==> config.mk <==
export PLATFORM = sky130hd
export DESIGN_NAME = traffic_lamp_driver
export DESIGN_NICKNAME = d
export VERILOG_FILES = /design/src/rtl/traffic_lamp_driver.sv
export SDC_FILE = /design/constraint.sdc
export NUM_CORES = 1
export LEC_CHECK = 0
export ABC_CLOCK_PERIOD_IN_PS = 2200
export CORE_AREA = 10 10 61 88
export CTS_CLUSTER_DIAMETER = 80
export DETAILED_ROUTE_END_ITERATION = 16
export DIE_AREA = 0 0 71 98
export GPL_TIMING_DRIVEN = 0
export SLEW_MARGIN = 20
export SYNTH_ARGS = -nofsm -noshare
export SYNTH_HDL_FRONTEND = slang
export SYNTH_SLANG_ARGS = --single-unit
==> constraint.sdc <==
create_clock -name clk -period 2.2 [get_ports clk]
set_clock_uncertainty 0.1 [all_clocks]
set_input_delay 0.44 -clock clk [delete_from_list [all_inputs] [get_ports clk]]
set_output_delay 0.44 -clock clk [all_outputs]
set_load 0.02 [all_outputs]
==> src/rtl/traffic_lamp_driver.sv <==
// Lamp driver for the intersection controller: decodes signal-state codes into
// registered lamp enables, blinks walker twinkle, latches flashing-yellow on sustained conflict.
module traffic_lamp_driver #(
  parameter int BLINK_HALF   = 1,
  parameter int FAULT_CYCLES = 2
) (
  input  logic       clk,
  input  logic       reset_n,
  input  logic [2:0] i_h_car_traffic,
  input  logic [2:0] i_h_walker_traffic,
  input  logic [2:0] i_v_car_traffic,
  input  logic [2:0] i_v_walker_traffic,
  input  logic       i_fault_clear,
  output logic [3:0] o_h_car_lamp,
  output logic [3:0] o_v_car_lamp,
  output logic [1:0] o_h_walker_lamp,
  output logic [1:0] o_v_walker_lamp,
  output logic       o_fault
);
  localparam int BW = (BLINK_HALF > 1) ? $clog2(BLINK_HALF) : 1;
  localparam int CW = $clog2(FAULT_CYCLES + 1);

  localparam logic [2:0] C_RED = 3'd0, C_GREEN = 3'd1, C_YELLOW = 3'd2,
                         C_LEFT = 3'd3, C_TWINKLE = 3'd4;

  typedef enum logic {NORMAL, FAULT} state_e;

  state_e        state_q, state_d;
  logic [3:0]    h_car_q, h_car_d, v_car_q, v_car_d;
  logic [1:0]    h_walk_q, h_walk_d, v_walk_q, v_walk_d;
  logic          fault_q, fault_d;
  logic [BW-1:0] hw_cnt_q, hw_cnt_d, vw_cnt_q, vw_cnt_d, fl_cnt_q, fl_cnt_d;
  logic          hw_ph_q, hw_ph_d, vw_ph_q, vw_ph_d, fl_ph_q, fl_ph_d;
  logic [CW-1:0] conf_q, conf_d;
  logic [CW:0]   conf_inc;
  logic          conflict;
  logic [BW:0]   hw_nxt, vw_nxt;

  function automatic logic [3:0] car_dec(input logic [2:0] c);
    case (c)
      C_GREEN:  car_dec = 4'b0100;
      C_YELLOW: car_dec = 4'b0010;
      C_LEFT:   car_dec = 4'b1001;
      default:  car_dec = 4'b0001;
    endcase
  endfunction

  function automatic logic [1:0] walk_dec(input logic [2:0] c, input logic ph_off);
    case (c)
      C_GREEN:   walk_dec = 2'b10;
      C_TWINKLE: walk_dec = ph_off ? 2'b00 : 2'b10;
      default:   walk_dec = 2'b01;
    endcase
  endfunction

  function automatic logic walk_go(input logic [2:0] c);
    walk_go = (c == C_GREEN) || (c == C_TWINKLE);
  endfunction

  // Returns {phase, count} after one more cycle in the current phase.
  function automatic logic [BW:0] blink_adv(input logic [BW-1:0] c, input logic ph);
    if (c == BW'(BLINK_HALF - 1)) blink_adv = {~ph, {BW{1'b0}}};
    else                          blink_adv = {ph, c + BW'(1)};
  endfunction

  always_comb begin
    conflict = ((i_h_car_traffic != C_RED) && (i_v_car_traffic != C_RED))
            || (walk_go(i_h_walker_traffic) && (i_h_car_traffic != C_RED))
            || (walk_go(i_v_walker_traffic) && (i_v_car_traffic != C_RED))
            || (i_h_car_traffic > C_TWINKLE) || (i_h_walker_traffic > C_TWINKLE)
            || (i_v_car_traffic > C_TWINKLE) || (i_v_walker_traffic > C_TWINKLE);
    conf_inc = {1'b0, conf_q} + (CW+1)'(1);
    hw_nxt   = (i_h_walker_traffic == C_TWINKLE) ? blink_adv(hw_cnt_q, hw_ph_q) : '0;
    vw_nxt   = (i_v_walker_traffic == C_TWINKLE) ? blink_adv(vw_cnt_q, vw_ph_q) : '0;

    state_d  = state_q;
    fault_d  = fault_q;
    conf_d   = conf_q;
    h_car_d  = car_dec(i_h_car_traffic);
    v_car_d  = car_dec(i_v_car_traffic);
    h_walk_d = walk_dec(i_h_walker_traffic, hw_ph_q);
    v_walk_d = walk_dec(i_v_walker_traffic, vw_ph_q);
    {hw_ph_d, hw_cnt_d} = hw_nxt;
    {vw_ph_d, vw_cnt_d} = vw_nxt;
    fl_ph_d  = 1'b0;
    fl_cnt_d = '0;

    case (state_q)
      NORMAL: begin
        if (!conflict) begin
          conf_d = '0;
        end else begin
          if (conf_inc <= (CW+1)'(FAULT_CYCLES)) conf_d = conf_inc[CW-1:0];
          if (conf_inc >= (CW+1)'(FAULT_CYCLES)) begin
            state_d  = FAULT;
            fault_d  = 1'b1;
            h_car_d  = 4'b0010;
            v_car_d  = 4'b0010;
            h_walk_d = 2'b01;
            v_walk_d = 2'b01;
            {hw_ph_d, hw_cnt_d} = '0;
            {vw_ph_d, vw_cnt_d} = '0;
            {fl_ph_d, fl_cnt_d} = blink_adv('0, 1'b0);
          end
        end
      end
      default: begin
        // Leaving FAULT takes the normal decode computed above.
        if (i_fault_clear && !conflict) begin
          state_d = NORMAL;
          fault_d = 1'b0;
          conf_d  = '0;
        end else begin
          h_car_d  = fl_ph_q ? 4'b0000 : 4'b0010;
          v_car_d  = fl_ph_q ? 4'b0000 : 4'b0010;
          h_walk_d = 2'b01;
          v_walk_d = 2'b01;
          {hw_ph_d, hw_cnt_d} = '0;
          {vw_ph_d, vw_cnt_d} = '0;
          {fl_ph_d, fl_cnt_d} = blink_adv(fl_cnt_q, fl_ph_q);
        end
      end
    endcase
  end

  always_ff @(posedge clk) begin
    if (!reset_n) begin
      state_q  <= NORMAL;
      fault_q  <= 1'b0;
      conf_q   <= '0;
      h_car_q  <= 4'b0001;
      v_car_q  <= 4'b0001;
      h_walk_q <= 2'b01;
      v_walk_q <= 2'b01;
      hw_cnt_q <= '0;
      hw_ph_q  <= 1'b0;
      vw_cnt_q <= '0;
      vw_ph_q  <= 1'b0;
      fl_cnt_q <= '0;
      fl_ph_q  <= 1'b0;
    end else begin
      state_q  <= state_d;
      fault_q  <= fault_d;
      conf_q   <= conf_d;
      h_car_q  <= h_car_d;
      v_car_q  <= v_car_d;
      h_walk_q <= h_walk_d;
      v_walk_q <= v_walk_d;
      hw_cnt_q <= hw_cnt_d;
      hw_ph_q  <= hw_ph_d;
      vw_cnt_q <= vw_cnt_d;
      vw_ph_q  <= vw_ph_d;
      fl_cnt_q <= fl_cnt_d;
      fl_ph_q  <= fl_ph_d;
    end
  end

  assign o_h_car_lamp    = h_car_q;
  assign o_v_car_lamp    = v_car_q;
  assign o_h_walker_lamp = h_walk_q;
  assign o_v_walker_lamp = v_walk_q;
  assign o_fault         = fault_q;
endmodule

==> impl_metrics.ini <==
[status]
run_status = finished clean

[detailed_routing]
ant_nets = 0
vias_per_cell = 4.71
drc_errors = 0
vias = 829
wl_per_cell_um = 14.2
wl_um = 2510
dr.pass1.iters = 4
drtIter0Drc = 8

[pwr]
p_leak_uw = 0.000552
peakVddDrop_v = 0.000410
finalPower_uw = 1430
power_density_nw_per_um2 = 1030

[worst_setup_path]
critPathCaptureType = flip-flop
critPathKind = in -> reg
reg2reg_slack_ps = 620
critPathLaunchType = primary input
cp.required_ps = 2270
timing.rr.start = conf_q[0]
r2r_end = conf_q[1]
cp_max_fo = 10
rr_worst_depth = 6
cp.arrival_ps = 2190

[global_route]
grt_pass1_vias = 867
overflow = 0
grt_max_degree = 12
antenna_found_initial = 0
groute.usage.overall = 0.0656
grt_pass1_wl_um = 3900

[timing]
drv_slew = 0
hold-worst-slack_ps = 377
finalHoldViolations = 0
layout_min_cycle_time_ps = 2120
setup_viol = 0
finalWorstSetupSlack_ps = 77.1
finalCritPeriodShare = 0.965
fmaxAchievable_mhz = 471

[floorplan]
die_w_um = 71
start_util = 0.237
die_area_um2 = 6960
die_h_um = 98
core_area_um2 = 3850
rows = 28
ios = 28

[min_path]
hold_depth = 1
hold_path.class = reg -> reg
min_to = fl_ph_q
min_from = fl_cnt_q

[finish]
final_common_cell = dfxtp_1
final_cell_mix = dfxtp_1, clkdlybuf4s50_1, nor2_1
num_antenna_cells = 0
drive_gt1_frac = 0.229
nets = 149
synthToLayoutAreaGrowth_pct = 51.6
fin_area_um2 = 1390
fin_cells = 176

[flow_run]
maxCapViolations = 0

[logic_synthesis]
yosys_warnings = 0
synthTopCellsByArea = dfxtp_1, nor2_1, xnor2_1
synth.distinct_cells = 33
synth_top_area_share = 0.438
synthCells = 97
synth_seq_area_share = 0.438
synth_nets = 114
synth.avg_cell_area_um2 = 9.42
syn_area_um2 = 913
yosys.area.top_type = dfxtp_1
ys_ff_latch = 20

[clock_network]
cts_tree = built
cts.path.max_buffers = 2
root_buffer = clkbuf_8
numCtsBuffers = 3
clkTransAtPathRegs_ps = 80
insertion_delay_ps = 250
cts_sinks = 20
htreeDepth = 1
hold_buffers = 0

[place]
placed_cells = 169
dpl_cell_area_um2 = 1240
gp_congestion = 0.754
place_hpwl_um = 1880
io_buffers = 27
post-place-ws_ps = -555
==> cell usage after synthesis, drive strengths merged <==
| library cell | number |
|---|---|
| a21o | 1 |
| a21oi | 3 |
| inv | 6 |
| nor3 | 6 |
| or2b | 1 |
| and3 | 2 |
| nor4b | 3 |
| buf | 1 |
| clkbuf | 1 |
| nand4 | 1 |
| nor4 | 2 |
| o21ai | 7 |
| a221oi | 1 |
| dfxtp | 20 |
| o21a | 4 |
| a211oi | 3 |
| o41ai | 1 |
| nor2 | 10 |
| or3b | 1 |
| nand2b | 3 |
| a31o | 1 |
| o32ai | 1 |
| nand2 | 6 |
| xnor2 | 4 |
| and2 | 1 |
| ha | 2 |
| or3 | 4 |
| conb | 1 |
==> routing by layer <==
metal,wire (µm),track usage,vias to the layer above
li1,-,-,413
met1,945,0.0672,393
met2,1440,0.123,23
met3,117,0.0172,0
met4,0,0.0209,0
met5,0,0,-
==> how the worst max path moves through the flow <==
stage / startpoint / endpoint / slack [ps] / cells past startpoint
global placement: i_v_walker_traffic[0] / o_v_walker_lamp[0] / -550 / 6
finish: i_h_car_traffic[2] / o_h_car_lamp[3] / 80 / 8
global route: i_h_car_traffic[2] / o_h_car_lamp[3] / -5 / 8
detailed placement: i_v_car_traffic[1] / o_h_car_lamp[3] / -560 / 7
floorplan: i_h_walker_traffic[1] / o_h_walker_lamp[0] / 220 / 5
CTS: i_v_walker_traffic[1] / o_h_car_lamp[3] / 10 / 7
==> metrics by stage <==
stage / setup TNS, ps / util
6_report: 0 / 0.359
5_1_grt: -7.70 / 0.359
4_1_cts: 0 / 0.349
3_5_place_dp: -8510 / 0.322
3_3_place_gp: -8080 / 0.322
2_1_floorplan: 0 / -
==> final cells by class <==
| class | count | area (µm²) |
|---|---|---|
| tap | 45 | 56.3 |
| sequential | 20 | 400 |
| clock buffer | 4 | 55.1 |
| fill | 410 | 2470 |
| multi-input combinational | 69 | 558 |
| inverter | 6 | 22.5 |
| timing repair buffer | 30 | 278 |
| buffer | 2 | 15.0 |
==> critical path, cell delays in order <==
cell,delay [ps]
dlygate4sd2_1,330
nor3_2,270
a211oi_2,50
buf_4,160
o41ai_4,360
o21ai_2,160
buf_6,170
nor4b_2,240
==> registers in the layout (all words and copies together), names as in the netlist <==
name,count
hw_ph_q,1
o_fault,1
fl_ph_q,1
o_v_car_lamp,4
o_v_walker_lamp,2
fl_cnt_q,1
state_q,1
o_h_car_lamp,4
vw_ph_q,1
o_h_walker_lamp,2
conf_q,2
==> timing repair <==
action / CTS / global route
gates resized for setup: 20 / 14
gates cloned: 0 / 0
pin swaps: 4 / 5
setup buffers: 2 / 1
endpoints found under the setup margin: 17 / 12
==> logic make-up (layout without fill, tap and decap cells) <==
group / after synthesis / in the layout / share of synthesized area
adder cells (fa/ha/maj): 2 / 2 / 0.0274
AND/OR/NAND/NOR: 40 / 40 / 0.260
other: 1 / 1 / 0.00411
AO/OA/AOI/OAI: 22 / 22 / 0.190
buffers and inverters: 8 / 42 / 0.0411
flip-flops: 20 / 20 / 0.438
XOR/XNOR: 4 / 4 / 0.0384
==> power by group <==
group          switching (µW)  leakage, µW  total (µW)  internal [µW]
logic                     340     0.000359         652            311
clock network             121    0.0000288         280            159
registers                46.4     0.000164         495            449
No activity file was read; power rests on OpenSTA's default activity.
